==> src/rtl/pc_sequencer_if.sv <==
// Decode-to-sequencer instruction handshake: one decoded control word per valid/ready transfer.
// The decode side drives the master modport and the program-counter unit takes the slave modport.
interface pc_sequencer_if #(
    parameter int ADDR_W = 16
);
    logic              instr_valid;
    logic              instr_ready;
    logic              is_branch;
    logic [3:0]        cond;
    logic              imm_valid;
    logic [ADDR_W-1:0] target;
    logic              is_call;
    logic              is_ret;

    modport master (
        output instr_valid, is_branch, cond, imm_valid, target, is_call, is_ret,
        input  instr_ready
    );

    modport slave (
        input  instr_valid, is_branch, cond, imm_valid, target, is_call, is_ret,
        output instr_ready
    );
endinterface

==> src/rtl/pc_sequencer.sv <==
// Registered program counter with branch-condition evaluation and a circular return-address stack.
// Latency: pc, fetch pair and RAS update one cycle after accept; fetch outputs are combinational from pc.
// Backpressure: instr_ready = ~stall, and a stall freezes all state. Optional PC_SEQUENCER_STATS_EN adds taken_cnt.
module pc_sequencer #(
    parameter int              ADDR_W    = 16,
    parameter int              RAS_DEPTH = 8,
    parameter logic [ADDR_W-1:0] RESET_PC = '0
) (
    input  logic                           clk,
    input  logic                           rst_n,
    pc_sequencer_if.slave                  instr,
    input  logic                           stall,
    input  logic                           flag_z,
    input  logic                           flag_s,
    input  logic                           flag_c,
    input  logic                           flag_v,
    input  logic                           busy,
    output logic [ADDR_W-1:0]              pc,
    output logic [ADDR_W-1:0]              fetch_addr0,
    output logic [ADDR_W-1:0]              fetch_addr1,
    output logic                           redirect,
    output logic [$clog2(RAS_DEPTH):0]     ras_count,
    output logic                           ras_ovf,
    output logic                           ras_unf,
    output logic [31:0]                    taken_cnt
);
    localparam int PW = $clog2(RAS_DEPTH);
    localparam int CW = PW + 1;

    logic [ADDR_W-1:0] ras_mem [RAS_DEPTH];
    logic [PW-1:0]     ras_sp;
    logic              accept;
    logic              taken;
    logic              ras_empty;
    logic              ras_full;
    logic              do_pop;
    logic              do_push;
    logic              take_br;
    logic [ADDR_W-1:0] seq;
    logic [ADDR_W-1:0] ras_top;

    assign instr.instr_ready = ~stall;
    assign accept            = instr.instr_valid & ~stall;
    assign seq               = pc + ADDR_W'(1) + ADDR_W'(instr.imm_valid);
    assign fetch_addr0       = pc;
    assign fetch_addr1       = pc + ADDR_W'(1);

    always_comb begin
        taken = 1'b0;
        unique case (instr.cond)
            4'b0000: taken = 1'b1;
            4'b0001: taken = flag_z;
            4'b0010: taken = ~flag_z;
            4'b0011: taken = ~(flag_s ^ flag_v);
            4'b0100: taken = flag_z & (flag_s ^ flag_v);
            4'b0101: taken = ~flag_z & ~(flag_s ^ flag_v);
            4'b0110: taken = flag_s ^ flag_v;
            4'b0111: taken = flag_v;
            4'b1000: taken = busy;
            4'b1001: taken = flag_s;
            4'b1010: taken = ~flag_s;
            4'b1011: taken = ~flag_c;
            4'b1100: taken = flag_z | flag_c;
            4'b1101: taken = ~(flag_z | flag_c);
            4'b1110: taken = flag_c;
            4'b1111: taken = ~flag_v;
            default: taken = 1'b0;
        endcase
    end

    // ras_sp points at the next free slot; a push while full overwrites the oldest entry.
    assign ras_empty = (ras_count == '0);
    assign ras_full  = (ras_count == CW'(RAS_DEPTH));
    assign ras_top   = ras_mem[ras_sp - PW'(1)];
    assign do_pop    = accept & instr.is_ret & ~ras_empty;
    assign take_br   = accept & ~instr.is_ret & instr.is_branch & taken;
    assign do_push   = take_br & instr.is_call;

    always_ff @(posedge clk) begin
        if (do_push) begin
            ras_mem[ras_sp] <= seq;
        end
    end

    always_ff @(posedge clk or negedge rst_n) begin
        if (!rst_n) begin
            pc        <= RESET_PC;
            redirect  <= 1'b0;
            ras_sp    <= '0;
            ras_count <= '0;
            ras_ovf   <= 1'b0;
            ras_unf   <= 1'b0;
        end else begin
            redirect <= take_br | do_pop;
            if (accept) begin
                if (do_pop) begin
                    pc        <= ras_top;
                    ras_sp    <= ras_sp - PW'(1);
                    ras_count <= ras_count - CW'(1);
                end else if (take_br) begin
                    pc <= instr.target;
                end else begin
                    pc <= seq;
                end
                if (instr.is_ret && ras_empty) begin
                    ras_unf <= 1'b1;
                end
                if (do_push) begin
                    ras_sp <= ras_sp + PW'(1);
                    if (ras_full) begin
                        ras_ovf <= 1'b1;
                    end else begin
                        ras_count <= ras_count + CW'(1);
                    end
                end
            end
        end
    end

`ifdef PC_SEQUENCER_STATS_EN
    logic [31:0] taken_q;

    always_ff @(posedge clk or negedge rst_n) begin
        if (!rst_n) begin
            taken_q <= '0;
        end else if ((take_br || do_pop) && (taken_q != 32'hFFFF_FFFF)) begin
            taken_q <= taken_q + 32'd1;
        end
    end

    assign taken_cnt = taken_q;
`else
    assign taken_cnt = 32'd0;
`endif
endmodule

==> src/flat_wrapper.sv <==
// flat-port wrapper written by rule: the top's interface ports become plain ports
module pc_sequencer_flat 
#(
    parameter int              ADDR_W    = 16,
    parameter int              RAS_DEPTH = 8,
    parameter logic [ADDR_W-1:0] RESET_PC = '0
)
  (clk, rst_n, stall, flag_z, flag_s, flag_c, flag_v, busy, pc, fetch_addr0, fetch_addr1, redirect, ras_count, ras_ovf, ras_unf, taken_cnt, instr_instr_valid, instr_is_branch, instr_cond, instr_imm_valid, instr_target, instr_is_call, instr_is_ret, instr_instr_ready);
  pc_sequencer_if #(.ADDR_W(ADDR_W)) instr_i ();
  input  logic clk;
  input  logic rst_n;
  input  logic stall;
  input  logic flag_z;
  input  logic flag_s;
  input  logic flag_c;
  input  logic flag_v;
  input  logic busy;
  output logic [ADDR_W-1:0] pc;
  output logic [ADDR_W-1:0] fetch_addr0;
  output logic [ADDR_W-1:0] fetch_addr1;
  output logic redirect;
  output logic [$clog2(RAS_DEPTH):0] ras_count;
  output logic ras_ovf;
  output logic ras_unf;
  output logic [31:0] taken_cnt;
  input wire logic [$bits(instr_i.instr_valid)-1:0] instr_instr_valid;
  input wire logic [$bits(instr_i.is_branch)-1:0] instr_is_branch;
  input wire logic [$bits(instr_i.cond)-1:0] instr_cond;
  input wire logic [$bits(instr_i.imm_valid)-1:0] instr_imm_valid;
  input wire logic [$bits(instr_i.target)-1:0] instr_target;
  input wire logic [$bits(instr_i.is_call)-1:0] instr_is_call;
  input wire logic [$bits(instr_i.is_ret)-1:0] instr_is_ret;
  output wire logic [$bits(instr_i.instr_ready)-1:0] instr_instr_ready;
  assign instr_i.instr_valid = instr_instr_valid;
  assign instr_i.is_branch = instr_is_branch;
  assign instr_i.cond = instr_cond;
  assign instr_i.imm_valid = instr_imm_valid;
  assign instr_i.target = instr_target;
  assign instr_i.is_call = instr_is_call;
  assign instr_i.is_ret = instr_is_ret;
  assign instr_instr_ready = instr_i.instr_ready;
  pc_sequencer #(.ADDR_W(ADDR_W), .RAS_DEPTH(RAS_DEPTH), .RESET_PC(RESET_PC)) u_core (.clk(clk), .rst_n(rst_n), .instr(instr_i), .stall(stall), .flag_z(flag_z), .flag_s(flag_s), .flag_c(flag_c), .flag_v(flag_v), .busy(busy), .pc(pc), .fetch_addr0(fetch_addr0), .fetch_addr1(fetch_addr1), .redirect(redirect), .ras_count(ras_count), .ras_ovf(ras_ovf), .ras_unf(ras_unf), .taken_cnt(taken_cnt));
endmodule
==> config.mk <==
export PLATFORM = sky130hd
export DESIGN_NAME = pc_sequencer_flat
export DESIGN_NICKNAME = d
export VERILOG_FILES = /design/src/rtl/pc_sequencer_if.sv /design/src/rtl/pc_sequencer.sv /design/src/flat_wrapper.sv
export SDC_FILE = /design/constraint.sdc
export NUM_CORES = 1
export LEC_CHECK = 0
export CORE_UTILIZATION = 40
export CTS_BUF_LIST = sky130_fd_sc_hd__clkbuf_8 sky130_fd_sc_hd__clkbuf_16
export DETAILED_ROUTE_END_ITERATION = 8
export SLEW_MARGIN = 20
export SYNTH_ARGS = -nofsm -noshare
export SYNTH_HDL_FRONTEND = slang
export SYNTH_SLANG_ARGS = --single-unit
==> constraint.sdc <==
create_clock -name clk -period 3.1 [get_ports clk]
set_input_delay 0.775 -clock clk [delete_from_list [all_inputs] [get_ports clk]]
set_output_delay 0.775 -clock clk [all_outputs]
set_load 0.005 [all_outputs]
==> results.yml, run 1 <==
timing:
  period_minus_slack_ns: 3.03
  final_hold_violation_count: 0
  slew-limit-headroom_pct: 37.5
  timing.final.crit_share_pct: 97.8
  max_freq_mhz: 330
  final-max-slew-violation-count: 0
  rsz0062_at_grt: "yes"
  worst-slew-pin-transition_ns: 0.930
  clock-skew-final_ns: 0.00798
  finalSetupViolCount: 0
power_and_ir_drop:
  power.sequential.fraction_pct: 31.2
  vdd_ir_drop_max_mv: 0.465
  fin_total_pwr_mw: 9.07
  total_leakage_power_nw: 3.66
  netSwitchingFraction_pct: 34.1
  clk_network_pwr_share_pct: 23.0
  internal_power_mw: 5.98
  p_per_area_nw_per_um2: 904
  combinationalPowerShare_pct: 45.8
  netSwitchingPower_mw: 3.09
placement:
  buffer_ports.inserted: 88
  dp_cells: 895
  place_congestion: 0.873
  hpwl_um: 13200
critical_path:
  r2r_setup_slk_ns: 0.18
  path_max_fanout: 3
  crit_required_ns: 2.32
  ff2ff_path_depth: 7
  crit-reg2reg-launch: "u_core.fetch_addr0[0]$_DFFE_PN0P_"
  setup.worst_path.start_class: "register"
  arrival_ns: 2.26
  setup.worst_path.end_class: "output port"
  critPathKind: "reg -> out"
  reg2reg_to: "u_core.ras_mem[4][15]$_DFFE_PP_"
min_path:
  min_from: "u_core.ras_ovf$_DFFE_PN0P_"
  hold_path_depth: 1
  hold_path_class: "reg -> reg"
  hold_end: "u_core.ras_ovf$_DFFE_PN0P_"
die:
  start_util_pct: 41.1
  core_area_um2: 18800
  ios: 121
  placement_rows: 50
  fp.dieH_um: 141
  fp.dieArea_um2: 19800
  floorplan.die.width_um: 141
synth:
  yosys-top-cells-area: "sky130_fd_sc_hd__edfxtp_1, sky130_fd_sc_hd__mux4_2, sky130_fd_sc_hd__dfrtp_1"
  synth-edff-count: 128
  async_reset_ff_share_pct: 16.9
  yosysWarningCount: 0
  postSynth.topFlopCell: "sky130_fd_sc_hd__edfxtp_1"
  post_synth.cell_area_avg_um2: 13.9
  yosys.area.top_type_share_pct: 49.9
  synth_area_um2: 7710
  synth_seq_area_share_pct: 58.3
  synth_top_cells_by_count: "sky130_fd_sc_hd__edfxtp_1, sky130_fd_sc_hd__buf_4, sky130_fd_sc_hd__mux4_2, sky130_fd_sc_hd__dfrtp_1, sky130_fd_sc_hd__nand2_1"
  synth_cells: 553
  synth_area_leader_cell: "sky130_fd_sc_hd__edfxtp_1"
  synth_cell_types: 63
  yosysMostFrequentCell: "sky130_fd_sc_hd__edfxtp_1"
  synth_seq_cells: 154
clock_tree:
  cts_htree_levels: 4
  clock_latency_ns: 0.42
  hold_buffers: 0
  cts-root-buf: "sky130_fd_sc_hd__clkbuf_16"
  cts_max_path_buffers: 2
  cts_tree: "built"
  cts_made_buffers: 17
  worst_setup_hold_path_clk_slew_ns: 0.06
  clock_sink_count: 154
routing:
  highest-signal-layer: "met4"
  met2_wirelength_um: 9200
  route.met3.wl_um: 644
  vias: 5095
  post_drt_wl_per_cell_um: 19.8
  wirelength_um: 18600
  drtPass1Iterations: 5
  routedLengthMet1_um: 8380
  drc: 0
  drt-initial-drc-count: 408
  avgViaCountPerCell: 5.43
  ant_nets: 0
grt:
  first_pass_grt_wire_length_um: 29100
  gr-total-overflow: 0
  overall_fraction_of_global_route_tracks_in_use_pct: 19.8
  first_global_vias: 5116
  grt_antenna_before_repair: 0
  pin_count_of_the_biggest_net_entering_global_routing: 39
cells_and_area:
  final_core_util_pct: 53.4
  finalNonFillerCells: 939
  fraction_of_layout_instances_using_a_drive_strength_above_1_pct: 27.4
  num-nets-final: 734
  layout-area-overhead-vs-synth_pct: 30.1
  antenna-diode-count: 0
run_status:
  outcome: "finished, final reports clean"
flow_run:
  maxCapViolCount: 0
## worst max path at each step
stage                                       to  depth (start not counted)  slack, ns                          startpoint
2_1_floorplan   u_core.ras_mem[0][0]$_DFFE_PP_                          8      -0.32                       instr_cond[0]
3_5_place_dp   u_core.ras_mem[1][15]$_DFFE_PP_                          8      -0.17                     instr_imm_valid
4_1_cts                        fetch_addr1[14]                          5      -0.03  u_core.fetch_addr0[12]$_DFFE_PN0P_
6_report                       fetch_addr1[14]                          5       0.07   u_core.fetch_addr0[8]$_DFFE_PN0P_
3_3_place_gp   u_core.ras_mem[6][12]$_DFFE_PP_                         10      -0.04                       instr_cond[0]
5_1_grt                        fetch_addr1[13]                          5      -0.02   u_core.fetch_addr0[2]$_DFFE_PN0P_
## stage by stage
stage	hold slack [ns]	TNS [ns]	setup slack, ns	cell area (um2)
after global placement	0.466	-2.81	-0.0437	9200
after detailed placement	0.463	-9.30	-0.166	9200
after global routing	0.520	-0.0592	-0.0215	10000
after CTS	0.477	-0.0314	-0.0314	9940
after floorplan	0.466	-18.25	-0.323	7890
final	0.475	0	0.0672	10000
## power by group through the flow
stage | sequential, mW | combinational [mW] | clock (mW)
final | 2.83 | 4.15 | 2.09
after global routing | 2.85 | 4.48 | 2.22
after CTS | 2.82 | 4.11 | 2.12
after detailed placement | 2.86 | 4.03 | 0
after global placement | 2.86 | 3.96 | 0
after floorplan | 2.87 | 2.36 | 0
## cell families after synthesis
family | count (synthesis) | synth area share [%]
flip-flops | 154 | 58.3
AND/OR/NAND/NOR | 116 | 8.68
buffers and inverters | 100 | 7.66
AO/OA/AOI/OAI | 80 | 7.03
multiplexers | 62 | 13.4
XOR/XNOR | 32 | 3.64
adder cells (fa/ha/maj) | 8 | 1.30
other | 1 | 0.0486
## layout by cell type, fill, tap and decap left out, drive strengths merged, types with 14 or more instances in the layout
| master | count |
|---|---|
| a21oi | 25 |
| buf | 81 |
| clkbuf | 17 |
| clkdlybuf4s50 | 87 |
| conb | 32 |
| dfrtp | 26 |
| edfxtp | 128 |
| inv | 25 |
| mux2i | 23 |
| mux4 | 32 |
| nand2 | 25 |
| nand3 | 19 |
| o21ai | 14 |
| xnor2 | 21 |
## metal layers
layer / global-route usage, % / up-vias
met3: 3.50 / 27
met5: 0 / -
met1: 26.4 / 2591
li1: - / 2311
met2: 32.5 / 166
met4: 7.09 / 0
## what timing repair did
item,4_1_cts,5_1_grt
pin swaps,6,5
gates cloned,0,0
endpoints found under the setup margin,11,10
buffers inserted,10,3
resized for setup,16,9
## state kept, by name, summed over array words and instances, names as in the netlist
| signal | count |
|---|---|
| u_core.ras_unf | 1 |
| u_core.ras_ovf | 1 |
| u_core.fetch_addr0 | 16 |
| u_core.ras_sp | 3 |
| u_core.ras_count | 4 |
| u_core.redirect | 1 |
| u_core.ras_mem | 128 |
## area by class of cell
class                      instances  area (um2)
sequential                       154        4500
clock buffer                      17         425
inverter                          21        78.8
clock inverter                    14         173
tap                              234         293
timing repair buffer             169        1590
fill                            1488        8740
multi-input combinational        330        2970
## critical path, stage by stage, from the launching register on
cell and delay, ns:
sky130_fd_sc_hd__dfrtp_1 0.38, sky130_fd_sc_hd__nand2_1 0.17, sky130_fd_sc_hd__nor4_4 0.36, sky130_fd_sc_hd__nand3_2 0.17, sky130_fd_sc_hd__xnor2_4 0.21, sky130_fd_sc_hd__clkdlybuf4s50_1 0.54
No activity file was read; power rests on OpenSTA's default activity.
==> run 2, diff against run 1 <==
==> constraint.sdc (replaced) <==
create_clock -name clk -period 3.1 [get_ports clk]
set_input_delay 0.775 -clock clk [delete_from_list [all_inputs] [get_ports clk]]
set_output_delay 0.775 -clock clk [all_outputs]
set_load 0.01 [all_outputs]
==> run 2 against run 1 <==
  * Power shrank 0.48%
  * Non-clock buffer count rose by 1
  * Critical path depth unchanged
==> results.yml, run 2 (synthesis gave the netlist of run 1 again) <==
routing:
  drt-initial-drc-count: 304
  drc: 0
  drtPass1Iterations: 4
  vias: 4999
  post_drt_wl_per_cell_um: 19.4
  avgViaCountPerCell: 5.31
  ant_nets: 0
  wirelength_um: 18200
power_and_ir_drop:
  netSwitchingFraction_pct: 34.3
  total_leakage_power_nw: 3.69
  power.sequential.fraction_pct: 31.3
  internal_power_mw: 5.92
  combinationalPowerShare_pct: 46.7
  p_per_area_nw_per_um2: 903
  netSwitchingPower_mw: 3.10
  fin_total_pwr_mw: 9.02
  clk_network_pwr_share_pct: 22.0
  vdd_ir_drop_max_mv: 0.438
critical_path:
  setup.worst_path.end_class: "output port"
  crit_required_ns: 2.32
  arrival_ns: 2.24
  reg2reg_to: "u_core.ras_mem[4][15]$_DFFE_PP_"
  r2r_setup_slk_ns: 0.23
  ff2ff_path_depth: 8
  setup.worst_path.start_class: "register"
  critPathKind: "reg -> out"
  path_max_fanout: 10
  worstSetupEndpoint: "fetch_addr1[5]"
  crit_start: "u_core.fetch_addr0[1]$_DFFE_PN0P_"
  crit-reg2reg-launch: "u_core.fetch_addr0[0]$_DFFE_PN0P_"
cells_and_area:
  num-nets-final: 735
  layout-area-overhead-vs-synth_pct: 29.6
  fraction_of_layout_instances_using_a_drive_strength_above_1_pct: 26.7
  layout.cells.most_common: "sky130_fd_sc_hd__edfxtp_1"
  fillerInstances: 1521
  finalNonFillerCells: 941
  antenna-diode-count: 0
  largest_register: "u_core.ras_mem"
  final_cell_mix: "sky130_fd_sc_hd__edfxtp_1, sky130_fd_sc_hd__clkdlybuf4s50_1, sky130_fd_sc_hd__buf_4, sky130_fd_sc_hd__mux4_2, sky130_fd_sc_hd__conb_1"
  largest_reg_flops: 128
  final_core_util_pct: 53.2
timing:
  period_minus_slack_ns: 3.01
  finalHoldWorstSlack_ns: 0.493
  worst-slew-pin-transition_ns: 0.912
  timing.final.crit_share_pct: 97.2
  rsz0062_at_grt: "yes"
  final_hold_violation_count: 0
  slew-limit-headroom_pct: 38.7
  totalNegativeSetupSlack_ns: 0
  finalSetupViolCount: 0
  clock-skew-final_ns: 0.0128
  final-max-slew-violation-count: 0
  max_freq_mhz: 332
placement:
  dp_cells: 898
  buffer_ports.inserted: 88
  place_congestion: 0.910
  hpwl_um: 13200
clock_tree:
  hold_buffers: 0
  cts_made_buffers: 17
  cts_tree: "built"
  cts_max_path_buffers: 2
  cts-root-buf: "sky130_fd_sc_hd__clkbuf_16"
  clock_sink_count: 154
  worst_setup_hold_path_clk_slew_ns: 0.07
  clock_latency_ns: 0.42
  cts_htree_levels: 4
grt:
  grt_antenna_before_repair: 0
  gr-total-overflow: 0
  first_global_vias: 5061
  overall_fraction_of_global_route_tracks_in_use_pct: 19.6
  first_pass_grt_wire_length_um: 28600
  pin_count_of_the_biggest_net_entering_global_routing: 30
die:
  floorplan.die.width_um: 141
  core_area_um2: 18800
  fp.dieH_um: 141
  fp.dieArea_um2: 19800
  ios: 121
  placement_rows: 50
  start_util_pct: 41.1
flow_run:
  maxCapViolCount: 0
run_status:
  outcome: "finished, final reports clean"
min_path:
  hold_path_class: "reg -> reg"
-- run 2: cell types whose count changed in the layout (fill, tap and decap cells not counted), sizes merged --
cell,delta
clkdlybuf4s50,-7
dlymetal6s2s,+3
buf,+1
dlygate4sd2,+3
clkinvlp,-3
clkinv,+4
clkdlybuf4s15,+1
-- run 2: layer usage --
metal  up-vias  global-route usage [%]  routed length [um]
li1       2307                       -                   -
met1      2477                    26.0                8100
met2       188                    32.5                8940
met3        27                    3.26                 822
met4         0                    7.38                 371
met5         -                       0                   0
-- run 2: timing repair --
action,CTS,global route
pin swaps,8,3
setup buffers,9,2
cloned,0,0
endpoints found under the setup margin,11,8
gates resized for setup,21,9
-- run 2: worst min path at each step --
stage,startpoint,end,slack (ns),cells past startpoint
4_1_cts,u_core.ras_unf$_DFFE_PN0P_,u_core.ras_unf$_DFFE_PN0P_,0.50,1
3_5_place_dp,u_core.ras_ovf$_DFFE_PN0P_,u_core.ras_ovf$_DFFE_PN0P_,0.48,1
2_1_floorplan,rst_n,u_core.fetch_addr0[0]$_DFFE_PN0P_,0.48,0
6_report,u_core.ras_ovf$_DFFE_PN0P_,u_core.ras_ovf$_DFFE_PN0P_,0.49,1
5_1_grt,u_core.ras_ovf$_DFFE_PN0P_,u_core.ras_ovf$_DFFE_PN0P_,0.52,1
3_3_place_gp,u_core.ras_ovf$_DFFE_PN0P_,u_core.ras_ovf$_DFFE_PN0P_,0.47,1
-- run 2: power groups by stage --
stage	Clock [mW]	Sequential (mW)	Combinational (mW)
finish	1.99	2.82	4.21
global route	2.09	2.85	4.53
CTS	2.02	2.82	4.21
detailed placement	0	2.86	4.14
global placement	0	2.85	4.08
floorplan	0	2.91	2.43
-- run 2: final cells by class --
cell class | count | area, um2 | share of cell area, %
clock inverters | 15 | 143 | 1.43
repair buffers | 170 | 1600 | 16.0
inverters | 21 | 78.8 | 0.789
multi-input cells | 330 | 2950 | 29.5
well taps | 234 | 293 | 2.93
clock buffers | 17 | 425 | 4.26
flip-flops and latches | 154 | 4500 | 45.0
-- run 2: worst max-delay path, cell delays in order (launching register included) --
cell and delay [ns]:
sky130_fd_sc_hd__dfrtp_2 0.40, sky130_fd_sc_hd__buf_4 0.14, sky130_fd_sc_hd__and2_2 0.29, sky130_fd_sc_hd__nand2_1 0.13, sky130_fd_sc_hd__xnor2_2 0.24, sky130_fd_sc_hd__clkdlybuf4s50_1 0.60
-- run 2: stage by stage --
step	area, um2	setup slack [ns]
finish	9990	0.0863
global route	9990	-0.00664
CTS	9930	0.000792
detailed placement	9220	-0.144
global placement	9220	-0.0473
floorplan	7890	-0.323
==> run 3, diff against run 2 <==
--- a/config.mk
+++ b/config.mk
@@ -5,6 +5,8 @@
 export SDC_FILE = /design/constraint.sdc
 export NUM_CORES = 1
 export LEC_CHECK = 0
+export ABC_AREA = 1
+export ABC_CLOCK_PERIOD_IN_PS = 3100
 export CORE_UTILIZATION = 40
 export CTS_BUF_LIST = sky130_fd_sc_hd__clkbuf_8 sky130_fd_sc_hd__clkbuf_16
 export DETAILED_ROUTE_END_ITERATION = 8
==> run 3 against run 2 <==
  * Global-route usage rose by 1.3 points
  * Worst setup slack improved by 0.055 ns
  * Count of clock-buffer cells in the layout did not move
==> results.yml, run 3 <==
run_status:
  outcome: "finished, final reports clean"
die:
  placement_rows: 51
  fp.dieH_um: 144
  ios: 121
  floorplan.die.width_um: 144
  start_util_pct: 41.0
  core_area_um2: 19500
  fp.dieArea_um2: 20600
synth:
  synth_seq_area_share_pct: 56.1
  yosys-top-cells-area: "sky130_fd_sc_hd__edfxtp_1, sky130_fd_sc_hd__dfrtp_1, sky130_fd_sc_hd__nor2_1"
  yosysMostFrequentCell: "sky130_fd_sc_hd__nor2_1"
  synth_area_um2: 8020
  postSynth.topFlopCell: "sky130_fd_sc_hd__edfxtp_1"
  synth_cells: 813
  synth-edff-count: 128
  synth_cell_types: 48
  synth_top_cells_by_count: "sky130_fd_sc_hd__nor2_1, sky130_fd_sc_hd__edfxtp_1, sky130_fd_sc_hd__nand2_1, sky130_fd_sc_hd__o21ai_0, sky130_fd_sc_hd__buf_4"
  yosysWarningCount: 0
  post_synth.cell_area_avg_um2: 9.86
  synth_seq_cells: 154
  async_reset_ff_share_pct: 16.9
  synth_area_leader_cell: "sky130_fd_sc_hd__edfxtp_1"
  yosys.area.top_type_share_pct: 48.0
timing:
  final_hold_violation_count: 0
  worst-slew-pin-transition_ns: 0.695
  max_freq_mhz: 338
  postLayoutSetupSlackWorst_ns: 0.142
  totalNegativeSetupSlack_ns: 0
  clock-skew-final_ns: 0.00927
  rsz0062_at_grt: "no"
  final-max-slew-violation-count: 0
  slew-limit-headroom_pct: 53.6
  finalHoldWorstSlack_ns: 0.469
  period_minus_slack_ns: 2.96
  timing.final.crit_share_pct: 95.4
  finalSetupViolCount: 0
cells_and_area:
  final_cell_mix: "sky130_fd_sc_hd__nor2_1, sky130_fd_sc_hd__edfxtp_1, sky130_fd_sc_hd__nand2_1, sky130_fd_sc_hd__clkdlybuf4s50_1, sky130_fd_sc_hd__o21ai_0"
  antenna-diode-count: 0
  layout-area-overhead-vs-synth_pct: 21.9
  fraction_of_layout_instances_using_a_drive_strength_above_1_pct: 16.1
  layout.cells.most_common: "sky130_fd_sc_hd__nor2_1"
  fillerInstances: 1806
  sequential_cell_area_um2: 4510
  num-nets-final: 953
  largest_reg_flops: 128
  multi_input_comb_area_um2: 2900
  largest_register: "u_core.ras_mem"
clock_tree:
  cts-root-buf: "sky130_fd_sc_hd__clkbuf_16"
  cts_max_path_buffers: 2
  hold_buffers: 0
  clock_sink_count: 154
  cts_made_buffers: 17
  cts_tree: "built"
  clock_latency_ns: 0.42
  cts_htree_levels: 4
  worst_setup_hold_path_clk_slew_ns: 0.06
placement:
  place_congestion: 0.807
  hpwl_um: 14100
  dp_slack_ns: 0.0313
  buffer_ports.inserted: 88
critical_path:
  crit_required_ns: 2.32
  critPathKind: "reg -> out"
  worstPathBufferInverterCount: 2
  setup.worst_path.end_class: "output port"
  crit_slowest_cell: "sky130_fd_sc_hd__clkdlybuf4s50_1"
  max_stage_delay_ns: 0.55
  arrival_ns: 2.18
  crit_chain: "ha_1 -> nand2_2 -> nor2_4 -> nand2_1 -> nand2_4 -> inv_1 -> clkdlybuf4s50_1"
  setup.worst_path.start_class: "register"
  path_max_fanout: 7
  critPathTopFamily: "buffers and inverters"
routing:
  post_drt_wl_per_cell_um: 17.1
  ant_nets: 0
  wirelength_um: 20300
  drt-initial-drc-count: 360
  drc: 0
  drtPass1Iterations: 4
  vias: 5994
  avgViaCountPerCell: 5.04
grt:
  grt_antenna_before_repair: 0
  globalRoute.busiestLayer: "met2"
  groute.layer.met1.usage_pct: 28.6
  global_route.usage.met3_pct: 3.97
  met2_usage_pct: 33.9
  gr-total-overflow: 0
  overall_fraction_of_global_route_tracks_in_use_pct: 20.9
  first_global_vias: 5614
  first_pass_grt_wire_length_um: 31900
  pin_count_of_the_biggest_net_entering_global_routing: 68
power_and_ir_drop:
  total_leakage_power_nw: 3.85
  p_per_area_nw_per_um2: 920
  fin_total_pwr_mw: 9.00
  vdd_ir_drop_max_mv: 0.408
flow_run:
  maxCapViolCount: 0
min_path:
  hold_path_class: "reg -> reg"
run 3: changes by cell type in the layout (fill, tap and decap cells not counted), sizes merged, moves of 12 or more:
cell,previous run,this run
nor2,13,152
nand2,25,135
o21ai,14,90
buf,82,42
inv,25,60
mux4,32,0
mux2i,23,1
xnor2,21,2
nand3,19,37
o22ai,2,20
a21oi,25,13
run 3: kinds of logic after synthesis:
logic type / count (synthesis) / synth area share, %
buffers and inverters: 139 / 9.55
AND/OR/NAND/NOR: 349 / 20.3
XOR/XNOR: 14 / 1.90
multiplexers: 1 / 0.125
other: 1 / 0.0468
adder cells (fa/ha/maj): 8 / 1.25
flip-flops: 154 / 56.1
AO/OA/AOI/OAI: 147 / 10.7
run 3: final timing paths:
kind | cells past startpoint | from | slack [ns] | endpoint
worst max-delay path | 7 | u_core.fetch_addr0[0]$_DFFE_PN0P_ | 0.14 | fetch_addr1[4]
worst min register to register | 1 | u_core.ras_unf$_DFFE_PN0P_ | 0.47 | u_core.ras_unf$_DFFE_PN0P_
max in group asynchronous | 2 | rst_n | 2.04 | u_core.fetch_addr0[10]$_DFFE_PN0P_
worst max register to register | 9 | u_core.ras_sp[1]$_DFFE_PN0P_ | 0.51 | u_core.fetch_addr0[0]$_DFFE_PN0P_
min in group asynchronous | 2 | rst_n | 0.74 | u_core.ras_count[3]$_DFFE_PN0P_
worst min-delay path | 1 | u_core.ras_unf$_DFFE_PN0P_ | 0.47 | u_core.ras_unf$_DFFE_PN0P_
run 3: power breakdown:
part           switching [mW]  total, mW  leakage (nW)  internal (mW)
clock network           0.842       2.11         0.285           1.27
registers               0.246       2.90          1.45           2.65
logic                    2.49       3.99          2.12           1.50
total                    3.58       9.00          3.85           5.41
run 3: area by class of cell:
class | instances | area share [%]
Tap cell | 265 | 3.39
Sequential cell | 154 | 46.1
Clock inverter | 14 | 1.77
Multi-Input combinational cell | 551 | 29.7
Inverter | 58 | 2.29
Clock buffer | 17 | 4.35
Timing Repair Buffer | 130 | 12.4
run 3: routing by layer:
metal | vias up | wire length [um]
met1 | 2848 | 9310
li1 | 2918 | -
met3 | 17 | 1060
met2 | 211 | 9670
met4 | 0 | 265
met5 | - | 0
run 3: timing repair:
item,in CTS,in global routing
buffers inserted,0,5
setup endpoints to repair,3,8
gates resized for setup,5,9
pin swaps,0,0
run 3: worst register-to-register path: cells and delay by family (launching register included):
kind | cells | cell delay, ns
AO/OA/AOI/OAI | 2 | 0.23
adder cells (fa/ha/maj) | 1 | 0.23
XOR/XNOR | 1 | 0.36
buffers and inverters | 3 | 0.64
AND/OR/NAND/NOR | 2 | 0.54
flip-flops | 1 | 0.47
run 3: through the flow:
step / cells / util (%) / instance area [um2]
6_report: 1189 / 50.1 / 9770
5_1_grt: 1189 / 50.1 / 9770
4_1_cts: 1184 / 49.8 / 9720
3_5_place_dp: 1153 / 46.7 / 9110
3_3_place_gp: 1153 / 46.7 / 9110
2_1_floorplan: 844 / - / 8130
